--- src/rtl/xmtarb.sv ---
// xmtarb: shares one serial transmitter buffer between two byte requesters.
// Each requester owns a one-byte holding register. Bytes are issued
// round-robin. A requester may lock the grant for a bounded burst of bytes
// so that a multi-byte packet is not interleaved with the other side.
module xmtarb #(
    parameter int BURST_MAX = 16
) (
    input  logic       clk,
    input  logic       rst,
    input  logic       req0_write,
    output logic       req0_ready,
    input  logic [7:0] req0_data,
    input  logic       req0_lock,
    input  logic       req1_write,
    output logic       req1_ready,
    input  logic [7:0] req1_data,
    input  logic       req1_lock,
    output logic       xmt_write,
    output logic [7:0] xmt_data,
    input  logic       xmt_ready,
    input  logic       xmt_empty,
    output logic       owner,
    output logic       all_empty
);

    localparam logic [1:0] ST_IDLE = 2'd0;
    localparam logic [1:0] ST_SEND = 2'd1;
    localparam logic [1:0] ST_GAP  = 2'd2;

    localparam logic [7:0] C_BURST_MAX = 8'(BURST_MAX);

    logic [1:0] r_state;
    logic [7:0] r_hold0;
    logic [7:0] r_hold1;
    logic       r_full0;
    logic       r_full1;
    logic       r_rr;          // requester favoured when both are full
    logic [7:0] r_burst;
    logic       r_owner;
    logic       r_xmt_write;
    logic [7:0] r_xmt_data;

    logic       w_owner_lock;
    logic       w_owner_full;
    logic       w_lock_active;
    logic       w_avail;
    logic       w_winner;
    logic       w_winner_lock;
    logic       w_issue;
    logic [7:0] w_burst_next;

    assign w_owner_lock  = r_owner ? req1_lock : req0_lock;
    assign w_owner_full  = r_owner ? r_full1 : r_full0;
    assign w_lock_active = w_owner_lock && (r_burst < C_BURST_MAX);
    assign w_winner_lock = w_winner ? req1_lock : req0_lock;
    assign w_issue       = (r_state == ST_IDLE) && xmt_ready && w_avail;

    // Pick the next requester; an active lock blocks the other side entirely.
    always_comb begin
        w_winner = 1'b0;
        w_avail  = 1'b0;
        if (w_lock_active) begin
            w_winner = r_owner;
            w_avail  = w_owner_full;
        end else if (r_full0 && r_full1) begin
            w_winner = r_rr;
            w_avail  = 1'b1;
        end else if (r_full0) begin
            w_winner = 1'b0;
            w_avail  = 1'b1;
        end else if (r_full1) begin
            w_winner = 1'b1;
            w_avail  = 1'b1;
        end else begin
            w_winner = 1'b0;
            w_avail  = 1'b0;
        end
    end

    // Burst length after issuing to the selected winner (saturates at the limit).
    always_comb begin
        w_burst_next = r_burst;
        if (!w_winner_lock) begin
            w_burst_next = 8'd0;
        end else if (w_winner != r_owner) begin
            w_burst_next = 8'd1;
        end else if (r_burst < C_BURST_MAX) begin
            w_burst_next = r_burst + 8'd1;
        end else begin
            w_burst_next = r_burst;
        end
    end

    // Requester 0 holding register: accept only when empty, empty on issue.
    always_ff @(posedge clk) begin
        if (rst) begin
            r_full0 <= 1'b0;
            r_hold0 <= 8'd0;
        end else if (w_issue && (w_winner == 1'b0)) begin
            r_full0 <= 1'b0;
        end else if (req0_write && !r_full0) begin
            r_full0 <= 1'b1;
            r_hold0 <= req0_data;
        end
    end

    // Requester 1 holding register: accept only when empty, empty on issue.
    always_ff @(posedge clk) begin
        if (rst) begin
            r_full1 <= 1'b0;
            r_hold1 <= 8'd0;
        end else if (w_issue && (w_winner == 1'b1)) begin
            r_full1 <= 1'b0;
        end else if (req1_write && !r_full1) begin
            r_full1 <= 1'b1;
            r_hold1 <= req1_data;
        end
    end

    // Issue FSM: one write pulse, then a settle gap before looking at xmt_ready again.
    always_ff @(posedge clk) begin
        if (rst) begin
            r_state     <= ST_IDLE;
            r_xmt_write <= 1'b0;
            r_xmt_data  <= 8'd0;
            r_owner     <= 1'b0;
            r_rr        <= 1'b0;
            r_burst     <= 8'd0;
        end else begin
            case (r_state)
                ST_IDLE: begin
                    if (w_issue) begin
                        r_xmt_write <= 1'b1;
                        r_xmt_data  <= w_winner ? r_hold1 : r_hold0;
                        r_owner     <= w_winner;
                        r_rr        <= ~w_winner;
                        r_burst     <= w_burst_next;
                        r_state     <= ST_SEND;
                    end else begin
                        r_xmt_write <= 1'b0;
                    end
                end
                ST_SEND: begin
                    r_xmt_write <= 1'b0;
                    r_state     <= ST_GAP;
                end
                ST_GAP: begin
                    r_xmt_write <= 1'b0;
                    r_state     <= ST_IDLE;
                end
                default: begin
                    r_xmt_write <= 1'b0;
                    r_state     <= ST_IDLE;
                end
            endcase
        end
    end

    assign req0_ready = ~r_full0;
    assign req1_ready = ~r_full1;
    assign xmt_write  = r_xmt_write;
    assign xmt_data   = r_xmt_data;
    assign owner      = r_owner;
    assign all_empty  = (r_state == ST_IDLE) && !r_full0 && !r_full1 && xmt_empty;

endmodule
--- config.mk ---
export PLATFORM = sky130hd
export DESIGN_NAME = xmtarb
export DESIGN_NICKNAME = d
export VERILOG_FILES = /design/src/rtl/xmtarb.sv
export SDC_FILE = /design/constraint.sdc
export NUM_CORES = 1
export LEC_CHECK = 0
export BUFFER_PORTS_ARGS = -buffer_cell sky130_fd_sc_hd__buf_2
export CORE_ASPECT_RATIO = 0.5
export CORE_MARGIN = 2
export CORE_UTILIZATION = 40
export DETAILED_ROUTE_END_ITERATION = 7
export PLACE_DENSITY = 0.72
export SLEW_MARGIN = 0
export SYNTH_ARGS = -nofsm -noshare
export SYNTH_HDL_FRONTEND = slang
export SYNTH_SLANG_ARGS = --single-unit
--- constraint.sdc ---
create_clock -name clk -period 3.17 [get_ports clk]
set_clock_uncertainty 0.2 [all_clocks]
set_input_delay 0.634 -clock clk [delete_from_list [all_inputs] [get_ports clk]]
set_output_delay 0.634 -clock clk [all_outputs]
set_load 0.005 [all_outputs]
==> metrics.md, run 1 <==
| Metric | Value |
|---|---|
| Status | `completed` |
| CP max stage delay | `0.55 ns` |
| Vias in the first global route | `1529` |
| Kind of critical path | `reg2reg` |
| Max Root-Sink Buffers | `2` |
| # diodes | `0` |
| Clk slew on worst S/H paths | `0.08 ns` |
| Total track usage | `16.9%` |
| Port buffer count | `36` |
| Final hold viol count | `0` |
| Lkg Pwr | `0.000875 uW` |
| Post-CTS Hold Fix Bufs | `0` |
| GRT Max-Usage Layer | `met2` |
| Syn Std Cell Area | `1830 sq um` |
| Post-route cell area | `2140 sq um` |
| CP max-delay cell | `nor2_1` |
| Core ar. | `4400 sq um` |
| Die Wd | `99.6 um` |
| Top post-synthesis cells by area | `dfxtp_1 (43%), mux2i_1 (8.8%), nor2_1 (7.8%), mux2_2 (4.9%), a211oi_1 (4.5%)` |
| Clk sinks | `39` |
| Synth Instances | `199` |
| Worst path arrival time | `2.34 ns` |
| Post-synth EDFFs | `0` |
| Share of cells above drive strength 1 | `25.1%` |
| Post-CTS Resized | `0` |
| Drt pass-1 iters | `5` |
| Crit path max fanout | `9` |
| Met1 usage | `21.0%` |
| Post-CTS Setup Bufs | `0` |
| R2R Path Start | `r_full1` |
| Max Slew Vio Count | `0` |
| Final worst slack | `0.777 ns` |
| Most frequent cells in the layout | `dfxtp_1 (39), nor2_1 (38), buf_2 (36), mux2i_1 (16), a211oi_1 (11)` |
| Chip height | `51.8 um` |
| Power density over the cells | `495 nW/um^2` |
| Area after DPL | `2060 sq um` |
| Initial Util | `41.5%` |
| DR vias | `1655` |
| Worst setup path start | `r_full1` |
| Worst Path Buf+Inv | `1` |
| DP Worst Slack | `0.834 ns` |
| TritonCTS clock tree | `yes` |
| Routed vias/inst | `5.67` |
| Iteration-0 DRC Markers | `84` |
| Final ANT Viol Nets | `0` |
| Setup_tns | `0 ns` |
| TritonCTS buffer count | `5` |
| CTS Root Cell | `clkbuf_8` |
| HPWL Detailed | `2970 um` |
| Worst slew pin tran | `0.656 ns` |
| Yosys top cell area share | `42.7%` |
| Ports | `37` |
| GR Overflow Total | `0` |
| Largest net degree at the start of global routing | `35` |
| Drt total wl | `4220 um` |
| Met3 GRT Util | `3.23%` |
| # fillers | `441` |
| Worst vdd ir | `224 uV` |
| Synthesized area per cell | `9.19 sq um` |
| # H-tree levels | `2` |
| Die area | `5160 sq um` |
| CP Cell Sequence | `inv_1 > nor2_1 > mux2_2 > a222oi_1 > a211oi_1` |
| Clock period minus worst slack | `2.39 ns` |
| Kind of cell adding the most delay to the critical path | `simple AND/OR/NAND/NOR gates` |
| Synth Net Count | `224` |
| Hold WC Path Type | `reg2reg` |
| Crit share post-route | `75.5%` |
| Unrepaired setup endpoints after global routing | `false` |
| Clock Latency Late Sink | `0.29 ns` |
| Global-route wire length before repair | `6900 um` |
| Max-cap viol count | `0` |
| Yosys top cell by area | `dfxtp_1` |
| Max_slew headroom | `56.0%` |
| Beginning of the worst hold path | `r_state[1]` |
| GPL Wtd Cong | `0.775` |
| Final Setup Violations | `0` |
| Req. time, crit path | `3.12 ns` |
| Final Net Count | `259` |
| Flops & latches, synth | `39` |
| Commonest non-fill, non-tap cell in the layout | `dfxtp_1` |
| Rows | `17` |
| Asr flop ratio synth | `0%` |
| Worst Setup Start Kind | `flip-flop` |
| Ys flop type | `dfxtp_1` |
| Worst setup EP type | `flip-flop` |
| Routed len/inst | `14.4 um` |
| Detailed-route DRC error count | `0` |
| Sequential fraction of the synthesis area | `42.7%` |
| Syn. warnings | `0` |
| Grt met2 use | `30.2%` |
| Fmax | `418 MHz` |
| Yosys cell types | `36` |
| Layout area overhead | `17.2%` |
| Initial antenna violation count | `0` |
==> flip-flops by register name, summed over array words and instances, names as in the netlist <==
signal and flops:
r_burst 8, r_hold0 8, r_hold1 8, xmt_data 8
r_state 2, owner 1, r_full0 1, r_full1 1
r_rr 1, xmt_write 1
==> final timing paths <==
path                       to  slack [ns]  cells after the start
hold / removal     r_state[1]        0.28                      1
hold reg to reg    r_state[1]        0.28                      1
setup / recovery  xmt_data[4]        0.78                      5
setup reg to reg  xmt_data[4]        0.78                      5
==> routing by layer <==
layer,wire (um),share of wire [%]
met1,1930,46
met2,2070,49
met3,190,4.5
met4,29,0.69
met5,0,0
==> layout make-up <==
cell class              count  area, sq um  share of cell area [%]
clock buffers               6         72.6                    3.39
clock inverters             2         12.5                   0.584
multi-input cells         144          983                    45.9
inverters                   5         18.8                   0.876
flip-flops and latches     39          781                    36.4
well taps                  57         71.3                    3.33
repair buffers             39          203                    9.46
==> power by group <==
group	internal, uW	switching [uW]	total, uW
Combinational	85.8	99.0	185
Clock	154	176	330
Sequential	520	24.6	545
Total	760	300	1060
==> kinds of logic (layout without fill, tap and decap cells) <==
logic type | after synthesis | in the layout | synth area share [%]
buffers and inverters | 16 | 52 | 3.49
adder cells (fa/ha/maj) | 1 | 1 | 0.684
AND/OR/NAND/NOR | 68 | 68 | 18.8
AO/OA/AOI/OAI | 51 | 51 | 20.6
flip-flops | 39 | 39 | 42.7
multiplexers | 24 | 24 | 13.7
==> synthesized netlist by cell type, types with 2 or more instances <==
library cell	count
a211oi_1	11
a21o_1	3
a21oi_1	9
a222oi_1	8
a31oi_1	3
and3_1	3
and4bb_2	2
buf_2	3
clkbuf_1	8
dfxtp_1	39
inv_1	4
mux2_2	8
mux2i_1	16
nand2_1	7
nand2b_1	3
nand3_1	2
nor2_1	38
nor2b_1	3
nor3_1	2
nor3b_1	2
o21a_1	2
o21ai_0	3
o22ai_1	2
o31ai_1	3
or4_1	4
==> stage by stage <==
stage | hold WS [ns] | util, % | cells | total power (uW)
floorplan | 0.228 | - | 199 | 678
global placement | 0.252 | 46.7 | 284 | 734
detailed placement | 0.260 | 46.7 | 284 | 740
CTS | 0.270 | 48.7 | 292 | 1060
global route | 0.319 | 48.7 | 292 | 1110
finish | 0.278 | 48.7 | 292 | 1060
No activity file was read; power rests on OpenSTA's default activity.
==> run 2: changes to the inputs <==
==> constraint.sdc (replaced) <==
create_clock -name clk -period 2.3 [get_ports clk]
set_clock_uncertainty 0.2 [all_clocks]
set_input_delay 0.46 -clock clk [delete_from_list [all_inputs] [get_ports clk]]
set_output_delay 0.46 -clock clk [all_outputs]
set_load 0.005 [all_outputs]
==> run 2 against run 1 <==
Net effect: sequential power up 37%; critical path type unchanged; die area unchanged; clock power up 34%; count of clock-buffer cells in the layout down 1; power up 38%; largest cell class unchanged.
==> metrics.md, run 2 (same netlist as run 1, synthesis figures left out) <==
| Metric | Value |
|---|---|
| Status | `completed` |
| Clk slew on worst S/H paths | `0.07 ns (about the same)` |
| Setup crit end | `r_burst[3]` |
| Post-CTS Hold Fix Bufs | `0 (unchanged)` |
| Reg-to-Reg End | `r_burst[3]` |
| Clock Latency Late Sink | `0.29 ns (about the same)` |
| Largest net degree at the start of global routing | `27 (-23%)` |
| R2r setup slk | `0.16 ns (-0.62 ns)` |
| Worst R2R Path Depth | `4 (-1)` |
| Worst Setup Start Kind | `flip-flop` |
| Iteration-0 DRC Markers | `79 (-6.0%)` |
| Max_slew headroom | `68.6% (+13 points)` |
| Commonest non-fill, non-tap cell in the layout | `dfxtp_1` |
| Share of cells above drive strength 1 | `27.8% (+2.7 points)` |
| Final ANT Viol Nets | `0 (unchanged)` |
| Initial antenna violation count | `0 (unchanged)` |
| Power density over the cells | `669 nW/um^2 (+35%)` |
| Core ar. | `4400 sq um (unchanged)` |
| Layout area overhead | `20.1%` |
| HPWL Detailed | `3040 um (+2.4%)` |
| Final hold viol count | `0 (unchanged)` |
| Req. time, crit path | `2.32 ns (-0.80 ns)` |
| R2R Path Start | `r_burst[4]` |
| Clock power share | `30.2% (-1.0 points)` |
| Worst path arrival time | `2.16 ns (-0.18 ns)` |
| Kind of critical path | `reg2reg` |
| Worst slew pin tran | `0.471 ns (-0.185 ns)` |
| Final Setup Violations | `0 (unchanged)` |
| Routed len/inst | `14.2 um (-1.7%)` |
| Setup_tns | `0 ns (unchanged)` |
| Clk sinks | `39 (unchanged)` |
| GR Overflow Total | `0 (unchanged)` |
| Hold WC Path Type | `in2reg` |
| CTS Root Cell | `clkbuf_8` |
| Total track usage | `17.8% (+0.86 points)` |
| DR vias | `1656 (+0.060%)` |
| Die area | `5160 sq um (unchanged)` |
| Routed vias/inst | `5.56 (-2.0%)` |
| Drt total wl | `4230 um (+0.36%)` |
| Pint | `1060 uW (+39%)` |
| Die Wd | `99.6 um (unchanged)` |
| Max Slew Vio Count | `0 (unchanged)` |
| Worst setup EP type | `flip-flop` |
| Post-CTS Resized | `0 (unchanged)` |
| Fmax | `467 MHz (+12%)` |
| GPL Wtd Cong | `0.811 (+4.7%)` |
| Final core occ | `49.8% (+1.2 points)` |
| Max Root-Sink Buffers | `2 (unchanged)` |
| Post-CTS Setup Bufs | `0 (unchanged)` |
| Max-cap viol count | `0 (unchanged)` |
| Worst setup path start | `r_burst[4]` |
| TritonCTS buffer count | `5 (unchanged)` |
| Worst vdd ir | `267 uV (+19%)` |
| Most frequent cells in the layout | `dfxtp_1 (39), nor2_1 (37), buf_2 (36), mux2i_1 (16), a211oi_1 (11)` |
| Global-route wire length before repair | `7140 um (+3.5%)` |
| Comb power frac | `18.9% (+1.5 points)` |
| Unrepaired setup endpoints after global routing | `false` |
| Detailed-route DRC error count | `0 (unchanged)` |
| Vias in the first global route | `1578 (+3.2%)` |
| Seq pwr share | `50.9% (-0.5 points)` |
| Clock period minus worst slack | `2.14 ns (-0.253 ns)` |
| Final Net Count | `266 (+2.7%)` |
| Sw power | `411 uW (+37%)` |
| Drt pass-1 iters | `5 (unchanged)` |
| # H-tree levels | `2 (unchanged)` |
| Crit share post-route | `93.0% (+18 points)` |
| Ports | `37 (unchanged)` |
| Switching Share | `28.0% (-0.30 points)` |
| # diodes | `0 (unchanged)` |
| Initial Util | `41.5% (unchanged)` |
| Lkg Pwr | `0.000912 uW (+4.2%)` |
| Worst Hold Slack | `0.176 ns (-0.103 ns)` |
| TritonCTS clock tree | `yes` |
| Port buffer count | `36 (unchanged)` |
| Crit path max fanout | `8 (-1)` |
| Chip height | `51.8 um (unchanged)` |
| Rows | `17 (unchanged)` |
==> run 2: cell type report <==
type	count	area (sq um)
Tap cell	57	71.3
Fill cell	418	2210
Clock buffer	5	68.8
Sequential cell	39	781
Multi-Input combinational cell	144	986
Inverter	5	18.8
Clock inverter	2	13.8
Timing Repair Buffer	46	255
==> run 2: power by group through the flow <==
| stage | clock, uW | combinational (uW) | sequential (uW) |
|---|---|---|---|
| after floorplan | 0 | 177 | 757 |
| after CTS | 458 | 277 | 746 |
| after detailed placement | 0 | 276 | 762 |
| after global placement | 0 | 269 | 759 |
| final | 443 | 278 | 746 |
| after global routing | 484 | 308 | 752 |
==> run 2: worst min-delay path by stage <==
| stage | from | end | slack [ns] | depth (start not counted) |
|---|---|---|---|---|
| after floorplan | r_state[1] | r_state[1] | 0.23 | 1 |
| after global placement | r_state[1] | r_state[1] | 0.24 | 1 |
| after detailed placement | r_state[1] | r_state[1] | 0.26 | 1 |
| after CTS | req1_write | r_full1 | 0.18 | 2 |
| after global routing | req1_write | r_full1 | 0.19 | 2 |
| final | req1_write | r_full1 | 0.18 | 2 |
==> run 2: routing by layer <==
metal  GRT usage (%)  vias up  routed length [um]
li1                -      817                   -
met1            22.1      793                1940
met2            29.4       36                2040
met3            4.03       10                 169
met4            9.13        0                  85
met5               0        -                   0
==> run 2: metrics by stage <==
step / setup WS [ns] / instances / power [uW] / instance area [sq um]
2_1_floorplan: 0.250 / 199 / 934 / 1830
3_3_place_gp: 0.185 / 291 / 1030 / 2110
3_5_place_dp: 0.0466 / 291 / 1040 / 2110
4_1_cts: 0.0364 / 298 / 1480 / 2190
5_1_grt: 0.0843 / 298 / 1540 / 2190
6_report: 0.160 / 298 / 1470 / 2190
==> run 2: worst max-delay path, stage by stage (launching register included) <==
cell     delay [ns]
dfxtp_1        0.35
or4_1          0.70
o21a_4         0.22
or4_1          0.46
a21oi_1        0.14
